$ cat src/rtl/seq_core_pipe_ctrl_if.sv
// Fetch/decode/R2 control bundle between the pipeline controller and the sequential core.
// The master modport is the controller side; slave is the pipeline datapath side.
interface seq_core_pipe_ctrl_if #(
    parameter int unsigned A_SIZE = 10,
    parameter int unsigned R_SIZE = 3
);
    logic              id_use_a;
    logic [R_SIZE-1:0] id_src_a;
    logic              id_use_b;
    logic [R_SIZE-1:0] id_src_b;
    logic              r2_load;
    logic [R_SIZE-1:0] r2_dst;
    logic              r2_halt;
    logic              r2_jmp;
    logic              r2_jmpr;
    logic [A_SIZE-1:0] r2_jmp_target;
    logic              mem_busy;
    logic              resume;

    logic              r2_pc_halt;
    logic              r2_pc_load;
    logic              r2_pc_loadr;
    logic [A_SIZE-1:0] r2_pc_target;
    logic              r2_pc_flush;
    logic              bubble;
    logic              r2_kill;

    modport master (
        input  id_use_a, id_src_a, id_use_b, id_src_b,
        input  r2_load, r2_dst, r2_halt, r2_jmp, r2_jmpr, r2_jmp_target,
        input  mem_busy, resume,
        output r2_pc_halt, r2_pc_load, r2_pc_loadr, r2_pc_target,
        output r2_pc_flush, bubble, r2_kill
    );

    modport slave (
        output id_use_a, id_src_a, id_use_b, id_src_b,
        output r2_load, r2_dst, r2_halt, r2_jmp, r2_jmpr, r2_jmp_target,
        output mem_busy, resume,
        input  r2_pc_halt, r2_pc_load, r2_pc_loadr, r2_pc_target,
        input  r2_pc_flush, bubble, r2_kill
    );
endinterface

$ cat src/rtl/seq_core_pipe_ctrl.sv
// Fetch-stage sequencer: resolves halt, taken jumps and load-use hazards, and counts
// stall and flush cycles with saturating counters.
module seq_core_pipe_ctrl #(
    parameter int unsigned A_SIZE = 10,
    parameter int unsigned R_SIZE = 3,
    parameter int unsigned CNT_W  = 16
) (
    input  logic                   clk,
    input  logic                   rst,
    seq_core_pipe_ctrl_if.master   pipe,
    output logic                   halted,
    output logic [CNT_W-1:0]       stall_cnt,
    output logic [CNT_W-1:0]       flush_cnt
);
    typedef enum logic [1:0] {
        StRun   = 2'd0,
        StStall = 2'd1,
        StHalt  = 2'd2
    } state_e;

    state_e           state_q, state_d;
    logic [CNT_W-1:0] stall_cnt_q, stall_cnt_d;
    logic [CNT_W-1:0] flush_cnt_q, flush_cnt_d;
    logic             hazard;

    // ALU results are forwarded, so only a load in R2 feeding the IR instruction stalls.
    assign hazard = pipe.r2_load &
                    ((pipe.id_use_a & (pipe.id_src_a == pipe.r2_dst)) |
                     (pipe.id_use_b & (pipe.id_src_b == pipe.r2_dst)));

    assign pipe.r2_pc_target = pipe.r2_jmp_target;

    always_comb begin
        state_d          = state_q;
        pipe.r2_pc_halt  = 1'b0;
        pipe.r2_pc_load  = 1'b0;
        pipe.r2_pc_loadr = 1'b0;
        pipe.r2_pc_flush = 1'b0;
        pipe.bubble      = 1'b0;
        pipe.r2_kill     = 1'b0;
        halted           = 1'b0;
        // Controls stay quiet while reset is held.
        if (!rst) begin
            case (state_q)
                StRun: begin
                    if (pipe.r2_halt) begin
                        pipe.r2_pc_halt = 1'b1;
                        state_d         = StHalt;
                    end else if (pipe.r2_jmp) begin
                        pipe.r2_pc_load  = 1'b1;
                        pipe.r2_pc_flush = 1'b1;
                        pipe.r2_kill     = 1'b1;
                    end else if (pipe.r2_jmpr) begin
                        pipe.r2_pc_loadr = 1'b1;
                        pipe.r2_pc_flush = 1'b1;
                        pipe.r2_kill     = 1'b1;
                    end else if (hazard) begin
                        pipe.bubble  = 1'b1;
                        pipe.r2_kill = 1'b1;
                        if (pipe.mem_busy) state_d = StStall;
                    end
                end
                StStall: begin
                    if (pipe.mem_busy) begin
                        pipe.bubble  = 1'b1;
                        pipe.r2_kill = 1'b1;
                    end else begin
                        state_d = StRun;
                    end
                end
                StHalt: begin
                    halted = 1'b1;
                    if (pipe.resume) state_d = StRun;
                    else pipe.r2_pc_halt = 1'b1;
                end
                default: state_d = StRun;
            endcase
        end
    end

    always_comb begin
        stall_cnt_d = stall_cnt_q;
        flush_cnt_d = flush_cnt_q;
        if (pipe.bubble && (stall_cnt_q != {CNT_W{1'b1}})) stall_cnt_d = stall_cnt_q + CNT_W'(1);
        if (pipe.r2_pc_flush && (flush_cnt_q != {CNT_W{1'b1}})) begin
            flush_cnt_d = flush_cnt_q + CNT_W'(1);
        end
    end

    always_ff @(posedge clk or posedge rst) begin
        if (rst) begin
            state_q     <= StRun;
            stall_cnt_q <= '0;
            flush_cnt_q <= '0;
        end else begin
            state_q     <= state_d;
            stall_cnt_q <= stall_cnt_d;
            flush_cnt_q <= flush_cnt_d;
        end
    end

    assign stall_cnt = stall_cnt_q;
    assign flush_cnt = flush_cnt_q;
endmodule

$ cat src/flat_wrapper.sv
// flat-port wrapper written by rule: the top's interface ports become plain ports
module seq_core_pipe_ctrl_flat 
#(
    parameter int unsigned A_SIZE = 10,
    parameter int unsigned R_SIZE = 3,
    parameter int unsigned CNT_W  = 16
)
  (clk, rst, halted, stall_cnt, flush_cnt, pipe_id_use_a, pipe_id_src_a, pipe_id_use_b, pipe_id_src_b, pipe_r2_load, pipe_r2_dst, pipe_r2_halt, pipe_r2_jmp, pipe_r2_jmpr, pipe_r2_jmp_target, pipe_mem_busy, pipe_resume, pipe_r2_pc_halt, pipe_r2_pc_load, pipe_r2_pc_loadr, pipe_r2_pc_target, pipe_r2_pc_flush, pipe_bubble, pipe_r2_kill);
  seq_core_pipe_ctrl_if #(.A_SIZE(A_SIZE), .R_SIZE(R_SIZE)) pipe_i ();
  input  logic clk;
  input  logic rst;
  output logic halted;
  output logic [CNT_W-1:0] stall_cnt;
  output logic [CNT_W-1:0] flush_cnt;
  input wire logic [$bits(pipe_i.id_use_a)-1:0] pipe_id_use_a;
  input wire logic [$bits(pipe_i.id_src_a)-1:0] pipe_id_src_a;
  input wire logic [$bits(pipe_i.id_use_b)-1:0] pipe_id_use_b;
  input wire logic [$bits(pipe_i.id_src_b)-1:0] pipe_id_src_b;
  input wire logic [$bits(pipe_i.r2_load)-1:0] pipe_r2_load;
  input wire logic [$bits(pipe_i.r2_dst)-1:0] pipe_r2_dst;
  input wire logic [$bits(pipe_i.r2_halt)-1:0] pipe_r2_halt;
  input wire logic [$bits(pipe_i.r2_jmp)-1:0] pipe_r2_jmp;
  input wire logic [$bits(pipe_i.r2_jmpr)-1:0] pipe_r2_jmpr;
  input wire logic [$bits(pipe_i.r2_jmp_target)-1:0] pipe_r2_jmp_target;
  input wire logic [$bits(pipe_i.mem_busy)-1:0] pipe_mem_busy;
  input wire logic [$bits(pipe_i.resume)-1:0] pipe_resume;
  output wire logic [$bits(pipe_i.r2_pc_halt)-1:0] pipe_r2_pc_halt;
  output wire logic [$bits(pipe_i.r2_pc_load)-1:0] pipe_r2_pc_load;
  output wire logic [$bits(pipe_i.r2_pc_loadr)-1:0] pipe_r2_pc_loadr;
  output wire logic [$bits(pipe_i.r2_pc_target)-1:0] pipe_r2_pc_target;
  output wire logic [$bits(pipe_i.r2_pc_flush)-1:0] pipe_r2_pc_flush;
  output wire logic [$bits(pipe_i.bubble)-1:0] pipe_bubble;
  output wire logic [$bits(pipe_i.r2_kill)-1:0] pipe_r2_kill;
  assign pipe_i.id_use_a = pipe_id_use_a;
  assign pipe_i.id_src_a = pipe_id_src_a;
  assign pipe_i.id_use_b = pipe_id_use_b;
  assign pipe_i.id_src_b = pipe_id_src_b;
  assign pipe_i.r2_load = pipe_r2_load;
  assign pipe_i.r2_dst = pipe_r2_dst;
  assign pipe_i.r2_halt = pipe_r2_halt;
  assign pipe_i.r2_jmp = pipe_r2_jmp;
  assign pipe_i.r2_jmpr = pipe_r2_jmpr;
  assign pipe_i.r2_jmp_target = pipe_r2_jmp_target;
  assign pipe_i.mem_busy = pipe_mem_busy;
  assign pipe_i.resume = pipe_resume;
  assign pipe_r2_pc_halt = pipe_i.r2_pc_halt;
  assign pipe_r2_pc_load = pipe_i.r2_pc_load;
  assign pipe_r2_pc_loadr = pipe_i.r2_pc_loadr;
  assign pipe_r2_pc_target = pipe_i.r2_pc_target;
  assign pipe_r2_pc_flush = pipe_i.r2_pc_flush;
  assign pipe_bubble = pipe_i.bubble;
  assign pipe_r2_kill = pipe_i.r2_kill;
  seq_core_pipe_ctrl #(.A_SIZE(A_SIZE), .R_SIZE(R_SIZE), .CNT_W(CNT_W)) u_core (.clk(clk), .rst(rst), .pipe(pipe_i), .halted(halted), .stall_cnt(stall_cnt), .flush_cnt(flush_cnt));
endmodule
$ cat config.mk
export PLATFORM = sky130hd
export DESIGN_NAME = seq_core_pipe_ctrl_flat
export DESIGN_NICKNAME = d
export VERILOG_FILES = /design/src/rtl/seq_core_pipe_ctrl_if.sv /design/src/rtl/seq_core_pipe_ctrl.sv /design/src/flat_wrapper.sv
export SDC_FILE = /design/constraint.sdc
export NUM_CORES = 1
export LEC_CHECK = 0
export ABC_AREA = 0
export CAP_MARGIN = 20
export CORE_MARGIN = 1.5
export CORE_UTILIZATION = 35
export CTS_BUF_LIST = sky130_fd_sc_hd__clkbuf_4 sky130_fd_sc_hd__clkbuf_8
export DETAILED_ROUTE_END_ITERATION = 8
export PLACE_DENSITY_LB_ADDON = 0.25
export SLEW_MARGIN = 30
export SYNTH_ARGS = -nofsm -noshare
export SYNTH_HDL_FRONTEND = slang
export SYNTH_SLANG_ARGS = --single-unit
$ cat constraint.sdc
create_clock -name clk -period 3.12 [get_ports clk]
set_clock_uncertainty 0.05 [all_clocks]
set_input_delay 0.936 -clock clk [delete_from_list [all_inputs] [get_ports clk]]
set_output_delay 0.936 -clock clk [all_outputs]
set_load 0.02 [all_outputs]
==> results of run 1 <==
-- synthesized netlist by cell type (all sizes together) --
master   count  share of area (%)
dfrtp       34                 44
nor2        19                4.2
xor2        18                8.1
xnor2       17                7.7
buf         14                5.7
nand2       13                2.5
inv         12                2.3
nand3       12                3.1
nor3         8                3.3
a21oi        5                1.3
and4         5                2.3
nand4        5                1.6
nor4         5                3.2
o21ai        4                1.2
nor3b        3                1.2
a2111oi      2                1.2
and2         2               0.64
and3         2               0.64
ha           2                1.3
mux2         2                1.2
a21o         1               0.39
a31o         1               0.90
nor2b        1               0.32
nor4b        1               0.77
o211ai       1               0.39
o31ai        1               0.64
or3          1               0.32
-- registers in the layout (all words and copies together) (netlist names) --
register	flops
u_core.stall_cnt	16
u_core.state_q	2
u_core.flush_cnt	16
-- metal layers --
| metal | track usage [%] | vias up |
|---|---|---|
| met3 | 4.94 | 8 |
| li1 | - | 771 |
| met5 | 0 | - |
| met1 | 18.7 | 756 |
| met2 | 25.4 | 39 |
| met4 | 4.18 | 0 |
-- worst max-delay path by stage --
stage	startpoint	end	depth (start not counted)
after floorplan	rst	halted	3
after global placement	pipe_r2_dst[0]	pipe_bubble	7
after detailed placement	pipe_r2_dst[0]	pipe_bubble	7
after CTS	pipe_r2_jmpr	pipe_bubble	7
after global routing	pipe_r2_dst[1]	pipe_bubble	7
final	pipe_r2_dst[1]	pipe_bubble	7
-- repair_timing --
item / in CTS / in global routing
setup endpoints to repair: 7 / 2
pin swaps: 4 / 6
hold buffers: 0 / 0
resized for setup: 41 / 7
buffers inserted: 1 / 1
-- report_power, final --
group	leakage [nW]	internal (mW)	total [mW]	switching [mW]
Combinational	0.762	0.165	0.323	0.157
Sequential	0.446	0.488	0.559	0.0712
Clock	0.0593	0.256	0.415	0.159
Total	1.27	0.910	1.30	0.387
-- kinds of logic after synthesis --
logic type               count (synthesis)
AO/OA/AOI/OAI                           15
XOR/XNOR                                35
adder cells (fa/ha/maj)                  2
buffers and inverters                   26
flip-flops                              34
multiplexers                             2
AND/OR/NAND/NOR                         77
-- final cells by class --
class | count | area share [%]
Clock buffer | 7 | 3.04
Inverter | 12 | 1.77
Sequential cell | 34 | 30.8
Clock inverter | 1 | 1.09
Multi-Input combinational cell | 131 | 34.6
Timing Repair Buffer | 73 | 25.5
Tap cell | 70 | 3.17
-- stage by stage --
stage	setup TNS [ns]	area [µm²]	hold WS (ns)
after detailed placement	-3.27	2620	0.428
after CTS	-0.0693	2740	0.444
after global placement	-3.20	2620	0.435
final	0	2760	0.449
after global routing	-0.00111	2760	0.472
after floorplan	-0.00658	1950	0.516
-- worst max-delay path, delay by kind of cell --
family	cells	cell delay (ns)
XOR/XNOR	1	0.12
AO/OA/AOI/OAI	1	0.21
AND/OR/NAND/NOR	2	0.38
buffers and inverters	3	0.43
==> results by group, run 1 <==
Outcome
  – Status: completed

Drt
  – DRC: 0
  – Starting DRT DRC Count: 110
  – Drt first pass iters: 4
  – Top Layer Used: met4
  – Via count: 1574
  – Metal2 WL: 2100 µm
  – WL/cell: 12.6 µm
  – Met1 WL: 1800 µm
  – Vias/cell: 4.80
  – Met3 WL post-DR: 200 µm
  – Drt total wl: 4140 µm
  – DRT antenna net count: 0

STA
  – Final min period: 3.07 ns
  – Hold Fails Final Rpt: 0
  – Slew Viols, Final: 0
  – Worst Slack Setup Final: 0.0500 ns
  – Period utilisation layout: 98.4%
  – Worst-Margin Slew: 0.466 ns
  – Final setup viols: 0
  – Worst slew margin: 68.7%
  – FMAX: 326 MHz

Final layout
  – Share of layout cells above drive strength 1: 19.0%
  – Most common cell after layout, fill and taps aside: clkdlybuf4s50_1
  – Post-Layout Cell Count: 328
  – Area occupied by multi-input gates: 956 µm²
  – ANT cells: 0
  – Final nets: 288
  – Utilization after layout: 52.7%
  – Layout area overhead: 42.0%
  – Most frequent cells in the layout: 37 x clkdlybuf4s50_1, 34 x dfrtp_1, 18 x xor2_1
  – # fillers: 483
  – Register area: 851 µm²

Global route
  – Largest net degree at the start of global routing: 35
  – Number of global-route vias before repair: 1561
  – Total track usage: 15.2%
  – First-pass GRT wire length: 7290 µm
  – GRT overflow: 0
  – Initial antenna violation count: 0

Critical path
  – R2R depth: 7
  – Critical Path Fanout Max: 2
  – Slowest stage delay, CP: 0.26 ns
  – Worst reg2reg path endpoint: u_core.stall_cnt[8]
  – Startpoint Class: primary input
  – Setup Crit Path Kind: primary input to primary output
  – Reg-to-Reg Start: u_core.state_q[1]
  – Critical path required time: 2.13 ns
  – Worst R2R Setup Slack: 1.04 ns
  – Crit path capture type: primary output
  – Worst-path cell chain: dlygate4sd2_1 > xnor2_1 > and4_1 > o211ai_1 > and2_1 > inv_1 > buf_6
  – CP max stage cell: dlygate4sd2_1
  – Crit path DAT: 2.08 ns

Floorplanning
  – I/O pins: 78
  – Core region area: 5240 µm²
  – Cell row count: 26
  – Initial Util: 37.1%
  – Die width: 77.5 µm
  – Die height: 77.5 µm
  – Die footprint: 6010 µm²

Hold path
  – Worst Hold Class: flip-flop to flip-flop
  – HP Start: u_core.stall_cnt[13]
  – Hold path cells: 1
  – WHS Endpoint: u_core.stall_cnt[13]

Flow run
  – MaxCap Viol Count: 0

Pwr
  – Max rail drop VDD: 0.342 mV
  – Power per cell area: 470 nW/µm²
  – Leak Pwr: 1.27 nW
  – Total chip power: 1.30 mW

Placement
  – HPWL after detailed placement: 3040 µm
  – Worst slack, placed: -0.621 ns
  – Routability congestion estimate: 0.785
  – Port bufs: 57
  – Number of placed instances, taps included: 318

Clock tree
  – Clk Tree Root Cell: clkbuf_8
  – Clock slew seen by the registers of the worst setup and hold paths: 0.07 ns
  – Clk sinks: 34
  – CTS max path bufs: 2
  – H-tree levels: 2
  – Worst-Skew Late Latency: 0.29 ns
  – Num CTS Buffers: 5
  – TritonCTS clock tree: built

Synthesis
  – Synthesized area per cell: 10.2 µm²
  – Post-Synth Adder-Cell Area: 1.29%
  – Yosys warnings: 0
  – Largest family of logic cells by synthesized area: simple AND/OR/NAND/NOR gates
  – Synth Instances: 191
  – Synth cell types: 35
  – Net Count, Synth: 222
  – Synthesized cell area: 1940 µm²
  – Compound-cell area share of the yosys netlist: 6.05%
  – Simple-Gate Fraction of Synth Area: 24.0%
  – Sequential area share after synthesis: 43.8%
  – Post-synthesis mux area share: 1.16%
  – Yosys reg bits: 34
  – XOR/XNOR Fraction of Synth Area: 15.8%
Note: power is estimated with default switching activity, not from simulation.
==> run 2, diff against run 1 <==
--- a/config.mk
+++ b/config.mk
@@ -11,6 +11,7 @@
 export CORE_UTILIZATION = 35
 export CTS_BUF_LIST = sky130_fd_sc_hd__clkbuf_4 sky130_fd_sc_hd__clkbuf_8
 export DETAILED_ROUTE_END_ITERATION = 8
+export DONT_BUFFER_PORTS = 1
 export PLACE_DENSITY_LB_ADDON = 0.25
 export SLEW_MARGIN = 30
 export SYNTH_ARGS = -nofsm -noshare
==> run 2 against run 1 <==
- wire length is 12% lower
- flip-flop and latch count unchanged
- final area shrank 25%
- combinational power decreased by 58%
- count of clock-buffer cells in the layout rose by 1
- fmax grew 9.8%
- first-iteration DRC count down 45%
- sequential power increased by 11%
- critical path type unchanged
==> results by group, run 2 (synthesis results as in run 1) <==
Outcome
  – Status: completed (unchanged)

Placement
  – Port bufs: 0 (was 57)
  – Routability congestion estimate: 0.739 (was 0.785)
  – HPWL after detailed placement: 2670 µm (was 3040 µm)
  – Area after DPL: 1950 µm² (was 2620 µm²)
  – Worst slack, placed: 0.320 ns (was -0.621 ns)

Drt
  – Starting DRT DRC Count: 60 (was 110)
  – Drt first pass iters: 4 (unchanged)
  – Drt total wl: 3670 µm (was 4140 µm)
  – Via count: 1300 (was 1574)
  – DRT antenna net count: 0 (unchanged)
  – Vias/cell: 5.04 (was 4.80)
  – DRC: 0 (unchanged)
  – WL/cell: 14.2 µm (was 12.6 µm)

Floorplanning
  – I/O pins: 78 (unchanged)
  – Die width: 77.5 µm (unchanged)
  – Core region area: 5240 µm² (unchanged)
  – Die footprint: 6010 µm² (unchanged)
  – Cell row count: 26 (unchanged)
  – Die height: 77.5 µm (unchanged)
  – Initial Util: 37.1% (unchanged)

STA
  – Worst Slack Setup Final: 0.325 ns (was 0.0500 ns)
  – Worst slew margin: 62.6% (was 68.7%)
  – Final min period: 2.80 ns (was 3.07 ns)
  – FMAX: 358 MHz (was 326 MHz)
  – Worst-Margin Slew: 0.561 ns (was 0.466 ns)
  – Period utilisation layout: 89.6% (was 98.4%)
  – Hold Fails Final Rpt: 0 (unchanged)
  – RSZ-0062 raised after global routing: false
  – Final setup viols: 0 (unchanged)
  – Final setup TNS: 0 ns (unchanged)
  – Min Hold Slack: 0.586 ns (was 0.449 ns)
  – Slew Viols, Final: 0 (unchanged)

Final layout
  – Design Area, Final: 2060 µm² (was 2760 µm²)
  – Most common cell after layout, fill and taps aside: dfrtp_1 (was clkdlybuf4s50_1)
  – Layout area overhead: 5.92% (was 42.0%)
  – Share of layout cells above drive strength 1: 14.9% (was 19.0%)
  – ANT cells: 0 (unchanged)
  – Most frequent cells in the layout: 34 x dfrtp_1, 18 x xor2_1, 17 x nor2_1, 17 x xnor2_1, 13 x nand2_1 (was 37 x clkdlybuf4s50_1, 34 x dfrtp_1, 18 x xor2_1)
  – Final nets: 218 (was 288)

Critical path
  – CP max stage cell: and2_1 (was dlygate4sd2_1)
  – Critical path required time: 2.13 ns (about the same)
  – Setup Crit Path Kind: primary input to primary output (unchanged)
  – Worst-path cell chain: xnor2_1 > and4_1 > o211ai_1 > and2_1 > inv_1 (was dlygate4sd2_1 > xnor2_1 > and4_1 > o211ai_1 > and2_1 > inv_1 > buf_6)
  – Startpoint Class: primary input (unchanged)
  – Worst path bufs/invs: 1 (was 3)
  – Slowest stage delay, CP: 0.22 ns (was 0.26 ns)
  – Critical Path Fanout Max: 4 (was 2)
  – Delay-heaviest family, CP: simple AND/OR/NAND/NOR gates (was buffers and inverters)
  – Reg-to-Reg Start: u_core.stall_cnt[0] (was u_core.state_q[1])
  – Crit path DAT: 1.81 ns (was 2.08 ns)
  – Crit path capture type: primary output (unchanged)
  – Setup crit start: pipe_id_src_a[0] (was pipe_r2_dst[1])

Pwr
  – Leak Pwr: 0.920 nW (was 1.27 nW)
  – Total chip power: 1.13 mW (was 1.30 mW)
  – Power per cell area: 550 nW/µm² (was 470 nW/µm²)
  – Max rail drop VDD: 0.191 mV (was 0.342 mV)

Clock tree
  – Cts repair resizes: 0 (was 41)
  – Hold buffers post-CTS: 0 (unchanged)
  – CTS max path bufs: 2 (unchanged)
  – H-tree levels: 2 (unchanged)
  – Num CTS Buffers: 5 (unchanged)
  – Clk Tree Root Cell: clkbuf_8 (unchanged)
  – Clock slew seen by the registers of the worst setup and hold paths: 0.06 ns (was 0.07 ns)
  – Worst-Skew Late Latency: 0.28 ns (was 0.29 ns)
  – Setup Buffers After CTS: 0 (was 1)
  – TritonCTS clock tree: built (unchanged)
  – Clk sinks: 34 (unchanged)

Global route
  – Total track usage: 13.0% (was 15.2%)
  – GRT overflow: 0 (unchanged)
  – Number of global-route vias before repair: 1367 (was 1561)
  – Largest net degree at the start of global routing: 35 (unchanged)
  – First-pass GRT wire length: 6310 µm (was 7290 µm)
  – Initial antenna violation count: 0 (unchanged)

Hold path
  – Worst Hold Class: flip-flop to flip-flop (unchanged)
  – HP Start: u_core.stall_cnt[13] (unchanged)

Flow run
  – MaxCap Viol Count: 0 (unchanged)
[run 2: cell count changes in the layout (fill, tap and decap cells not counted), sizes merged, moves of 3 or more]
cell,previous run,this run
buf,20,3
clkdlybuf4s50,37,0
dlygate4sd2,8,0
dlymetal6s2s,5,0
clkdlybuf4s15,3,0
[run 2: area by class of cell]
| type | count | area [µm²] |
|---|---|---|
| repair buffers | 3 | 22.5 |
| inverters | 12 | 48.8 |
| fillers | 531 | 3180 |
| well taps | 70 | 87.6 |
| flip-flops and latches | 34 | 851 |
| clock buffers | 8 | 110 |
| multi-input cells | 131 | 940 |
[run 2: per-stage QoR]
| step | cells | util, % |
|---|---|---|
| after global placement | 250 | 37.2 |
| after floorplan | 191 | - |
| after global routing | 258 | 39.3 |
| after CTS | 258 | 39.3 |
| after detailed placement | 250 | 37.2 |
| final | 258 | 39.3 |
[run 2: where the power goes]
part	internal [mW]	total, mW	switching (mW)	leakage, nW
clock	0.223	0.378	0.155	0.0575
sequential	0.487	0.619	0.131	0.446
combinational	0.0646	0.136	0.0710	0.416
[run 2: worst reg2reg max path, delay by kind of cell (launching register included)]
kind / cells / cell delay, ns
AOI/OAI and AO/OA: 1 / 0.47
adders and majority gates: 1 / 0.22
DFF: 1 / 0.54
muxes: 1 / 0.40
and+or+nand+nor: 2 / 0.51
[run 2: layer usage]
| metal | vias up | routed length, µm | GRT usage (%) |
|---|---|---|---|
| li1 | 630 | - | - |
| met1 | 624 | 1600 | 14.6 |
| met2 | 39 | 1780 | 22.6 |
| met3 | 7 | 246 | 4.94 |
| met4 | 0 | 38 | 4.18 |
| met5 | - | 0 | 0 |
[run 2: path summary, 6_finish.rpt]
path / cells after the start / slack [ns] / to
worst max-delay path: 5 / 0.32 / pipe_bubble
worst min-delay path: 1 / 0.59 / u_core.stall_cnt[13]
worst max register to register: 5 / 0.83 / u_core.stall_cnt[1]
worst min register to register: 1 / 0.59 / u_core.stall_cnt[13]
max in group asynchronous: 2 / 2.10 / u_core.stall_cnt[9]
min in group asynchronous: 2 / 0.60 / u_core.flush_cnt[2]
==> run 3, diff against run 2 <==
--- a/config.mk
+++ b/config.mk
@@ -7,9 +7,12 @@
 export LEC_CHECK = 0
 export ABC_AREA = 0
 export CAP_MARGIN = 20
+export CELL_PAD_IN_SITES_DETAIL_PLACEMENT = 0
+export CELL_PAD_IN_SITES_GLOBAL_PLACEMENT = 2
 export CORE_MARGIN = 1.5
 export CORE_UTILIZATION = 35
 export CTS_BUF_LIST = sky130_fd_sc_hd__clkbuf_4 sky130_fd_sc_hd__clkbuf_8
+export CTS_CLUSTER_SIZE = 24
 export DETAILED_ROUTE_END_ITERATION = 8
 export DONT_BUFFER_PORTS = 1
 export PLACE_DENSITY_LB_ADDON = 0.25
==> run 3 against run 2 <==
- first-iteration DRC count shrank 12%
- critical endpoint unchanged
- largest power group unchanged
- die area is the same
- count of clock-buffer cells in the layout decreased by 1
- critical path type unchanged
==> results by group, run 3 (synthesis results as in run 1) <==
Clock tree
  – Cts repair resizes: 0 (unchanged)
  – CTS max path bufs: 2 (unchanged)
  – Clock slew seen by the registers of the worst setup and hold paths: 0.06 ns (about the same)
  – Clk sinks: 34 (unchanged)
  – Setup Buffers After CTS: 0 (unchanged)
  – Worst-Skew Late Latency: 0.28 ns (about the same)
  – Hold buffers post-CTS: 0 (unchanged)
  – H-tree levels: 2 (unchanged)
  – Clk Tree Root Cell: clkbuf_8 (unchanged)
  – TritonCTS clock tree: built (unchanged)
  – Num CTS Buffers: 5 (unchanged)

Pwr
  – Total chip power: 1.17 mW (was 1.13 mW)
  – Combinational fraction of design power: 12.2% (was 12.0%)
  – Sequential Power Share: 53.1% (was 54.6%)
  – Psw: 0.356 mW (was 0.357 mW)
  – Pint: 0.810 mW (was 0.774 mW)
  – Switching share of power: 30.5% (was 31.6%)
  – Max rail drop VDD: 0.248 mV (was 0.191 mV)
  – Power per cell area: 565 nW/µm² (was 550 nW/µm²)
  – Leak Pwr: 0.921 nW (was 0.920 nW)
  – Clock power frac: 34.7% (was 33.4%)

Final layout
  – Register area: 851 µm² (unchanged)
  – Most common cell after layout, fill and taps aside: dfrtp_1 (unchanged)
  – Final nets: 218 (unchanged)
  – Post-Layout Cell Count: 258 (unchanged)
  – Design Area, Final: 2060 µm² (about the same)
  – Area occupied by multi-input gates: 940 µm² (unchanged)
  – Most frequent cells in the layout: 34 x dfrtp_1, 18 x xor2_1, 17 x nor2_1, 17 x xnor2_1, 13 x nand2_1 (unchanged)
  – Utilization after layout: 39.4% (was 39.3%)
  – ANT cells: 0 (unchanged)
  – Layout area overhead: 6.11% (was 5.92%)
  – # fillers: 522 (was 531)
  – Share of layout cells above drive strength 1: 14.9% (unchanged)

Critical path
  – Critical Path Fanout Max: 4 (unchanged)
  – Setup crit start: pipe_id_src_a[0] (unchanged)
  – Setup Crit Path Kind: primary input to primary output (unchanged)
  – Delay-heaviest family, CP: simple AND/OR/NAND/NOR gates (unchanged)
  – Worst path bufs/invs: 1 (unchanged)
  – Crit path DAT: 1.82 ns (was 1.81 ns)
  – Startpoint Class: primary input (unchanged)
  – Critical path required time: 2.13 ns (about the same)
  – Worst R2R Setup Slack: 0.76 ns (was 0.83 ns)
  – Crit path capture type: primary output (unchanged)
  – Critical path depth: 5 (unchanged)
  – CP max stage cell: and2_1 (unchanged)
  – Worst-path cell chain: xnor2_1 > and4_1 > o211ai_1 > and2_1 > inv_1 (unchanged)
  – Reg-to-Reg Start: u_core.stall_cnt[0] (unchanged)
  – Worst reg2reg path endpoint: u_core.stall_cnt[1] (unchanged)
  – R2R depth: 5 (unchanged)
  – Slowest stage delay, CP: 0.24 ns (was 0.22 ns)
  – Timing endpoint of the critical path: pipe_bubble (unchanged)

Drt
  – Drt first pass iters: 4 (unchanged)
  – WL/cell: 14.9 µm (was 14.2 µm)
  – Starting DRT DRC Count: 53 (was 60)
  – DRT antenna net count: 0 (unchanged)
  – Drt total wl: 3830 µm (was 3670 µm)
  – Vias/cell: 5.17 (was 5.04)
  – DRC: 0 (unchanged)
  – Via count: 1335 (was 1300)

STA
  – Final setup TNS: 0 ns (unchanged)
  – Final setup viols: 0 (unchanged)
  – Worst-Margin Slew: 0.590 ns (was 0.561 ns)
  – Period utilisation layout: 90.0% (was 89.6%)
  – FMAX: 356 MHz (was 358 MHz)
  – Slew Viols, Final: 0 (unchanged)
  – Final min period: 2.81 ns (was 2.80 ns)
  – RSZ-0062 raised after global routing: false (unchanged)
  – Hold Fails Final Rpt: 0 (unchanged)
  – Worst slew margin: 60.7% (was 62.6%)

Outcome
  – Status: completed (unchanged)

Floorplanning
  – Die footprint: 6010 µm² (unchanged)
  – Cell row count: 26 (unchanged)
  – Die height: 77.5 µm (unchanged)
  – Die width: 77.5 µm (unchanged)
  – I/O pins: 78 (unchanged)
  – Core region area: 5240 µm² (unchanged)
  – Initial Util: 37.1% (unchanged)

Placement
  – Area after DPL: 1950 µm² (unchanged)
  – HPWL after detailed placement: 2890 µm (was 2670 µm)
  – Port bufs: 0 (unchanged)
  – Number of placed instances, taps included: 250 (unchanged)
  – Routability congestion estimate: 0.739 (about the same)

Global route
  – Largest net degree at the start of global routing: 35 (unchanged)
  – GRT overflow: 0 (unchanged)
  – Number of global-route vias before repair: 1321 (was 1367)
  – Total track usage: 13.4% (was 13.0%)
  – First-pass GRT wire length: 6400 µm (was 6310 µm)
  – Initial antenna violation count: 0 (unchanged)

Hold path
  – Worst Hold Class: flip-flop to flip-flop (unchanged)

Flow run
  – MaxCap Viol Count: 0 (unchanged)
-- run 3: cell types whose count changed in the layout (fill, tap and decap cells not counted), sizes merged --
cell	change
clkbuf	-1
bufinv	+1
-- run 3: cell type report --
class | count | area share (%)
Multi-Input combinational cell | 131 | 45.5
Tap cell | 70 | 4.24
Sequential cell | 34 | 41.2
Clock inverter | 1 | 1.46
Inverter | 12 | 2.37
Timing Repair Buffer | 3 | 1.09
Clock buffer | 7 | 4.06
-- run 3: metal layers --
| metal | up-vias | track usage (%) | wire, µm |
|---|---|---|---|
| li1 | 638 | - | - |
| met1 | 649 | 15.3 | 1600 |
| met2 | 38 | 22.7 | 1940 |
| met3 | 10 | 5.41 | 237 |
| met4 | 0 | 4.55 | 52 |
| met5 | - | 0 | 0 |
-- run 3: worst min path at each step --
stage                                    start                   end  slack [ns]  cells past startpoint
after global placement    u_core.stall_cnt[13]  u_core.stall_cnt[13]        0.57                      1
after detailed placement   u_core.flush_cnt[6]   u_core.flush_cnt[6]        0.57                      1
final                      u_core.flush_cnt[6]   u_core.flush_cnt[6]        0.58                      1
after global routing       u_core.flush_cnt[6]   u_core.flush_cnt[6]        0.59                      1
after CTS                  u_core.flush_cnt[6]   u_core.flush_cnt[6]        0.58                      1
after floorplan              u_core.state_q[0]     u_core.state_q[1]        0.52                      2
-- run 3: stage by stage --
step / hold slack [ns] / worst slack, ns
after detailed placement: 0.573 / 0.309
after CTS: 0.583 / 0.302
final: 0.577 / 0.313
after global routing: 0.594 / 0.215
after global placement: 0.566 / 0.347
after floorplan: 0.516 / -0.00658
-- run 3: worst register-to-register path: stages (launching register included) --
cell	delay, ns
dfrtp_1	0.53
ha_1	0.23
nand3_1	0.25
nor3_1	0.29
a21o_1	0.49
mux2_2	0.40
-- run 3: power by group through the flow --
stage | logic [mW] | registers [mW] | clock network (mW)
3_5_place_dp | 0.145 | 0.628 | 0
5_1_grt | 0.162 | 0.633 | 0.443
6_report | 0.142 | 0.619 | 0.405
4_1_cts | 0.146 | 0.619 | 0.421
2_1_floorplan | 0.154 | 0.598 | 0
3_3_place_gp | 0.137 | 0.624 | 0
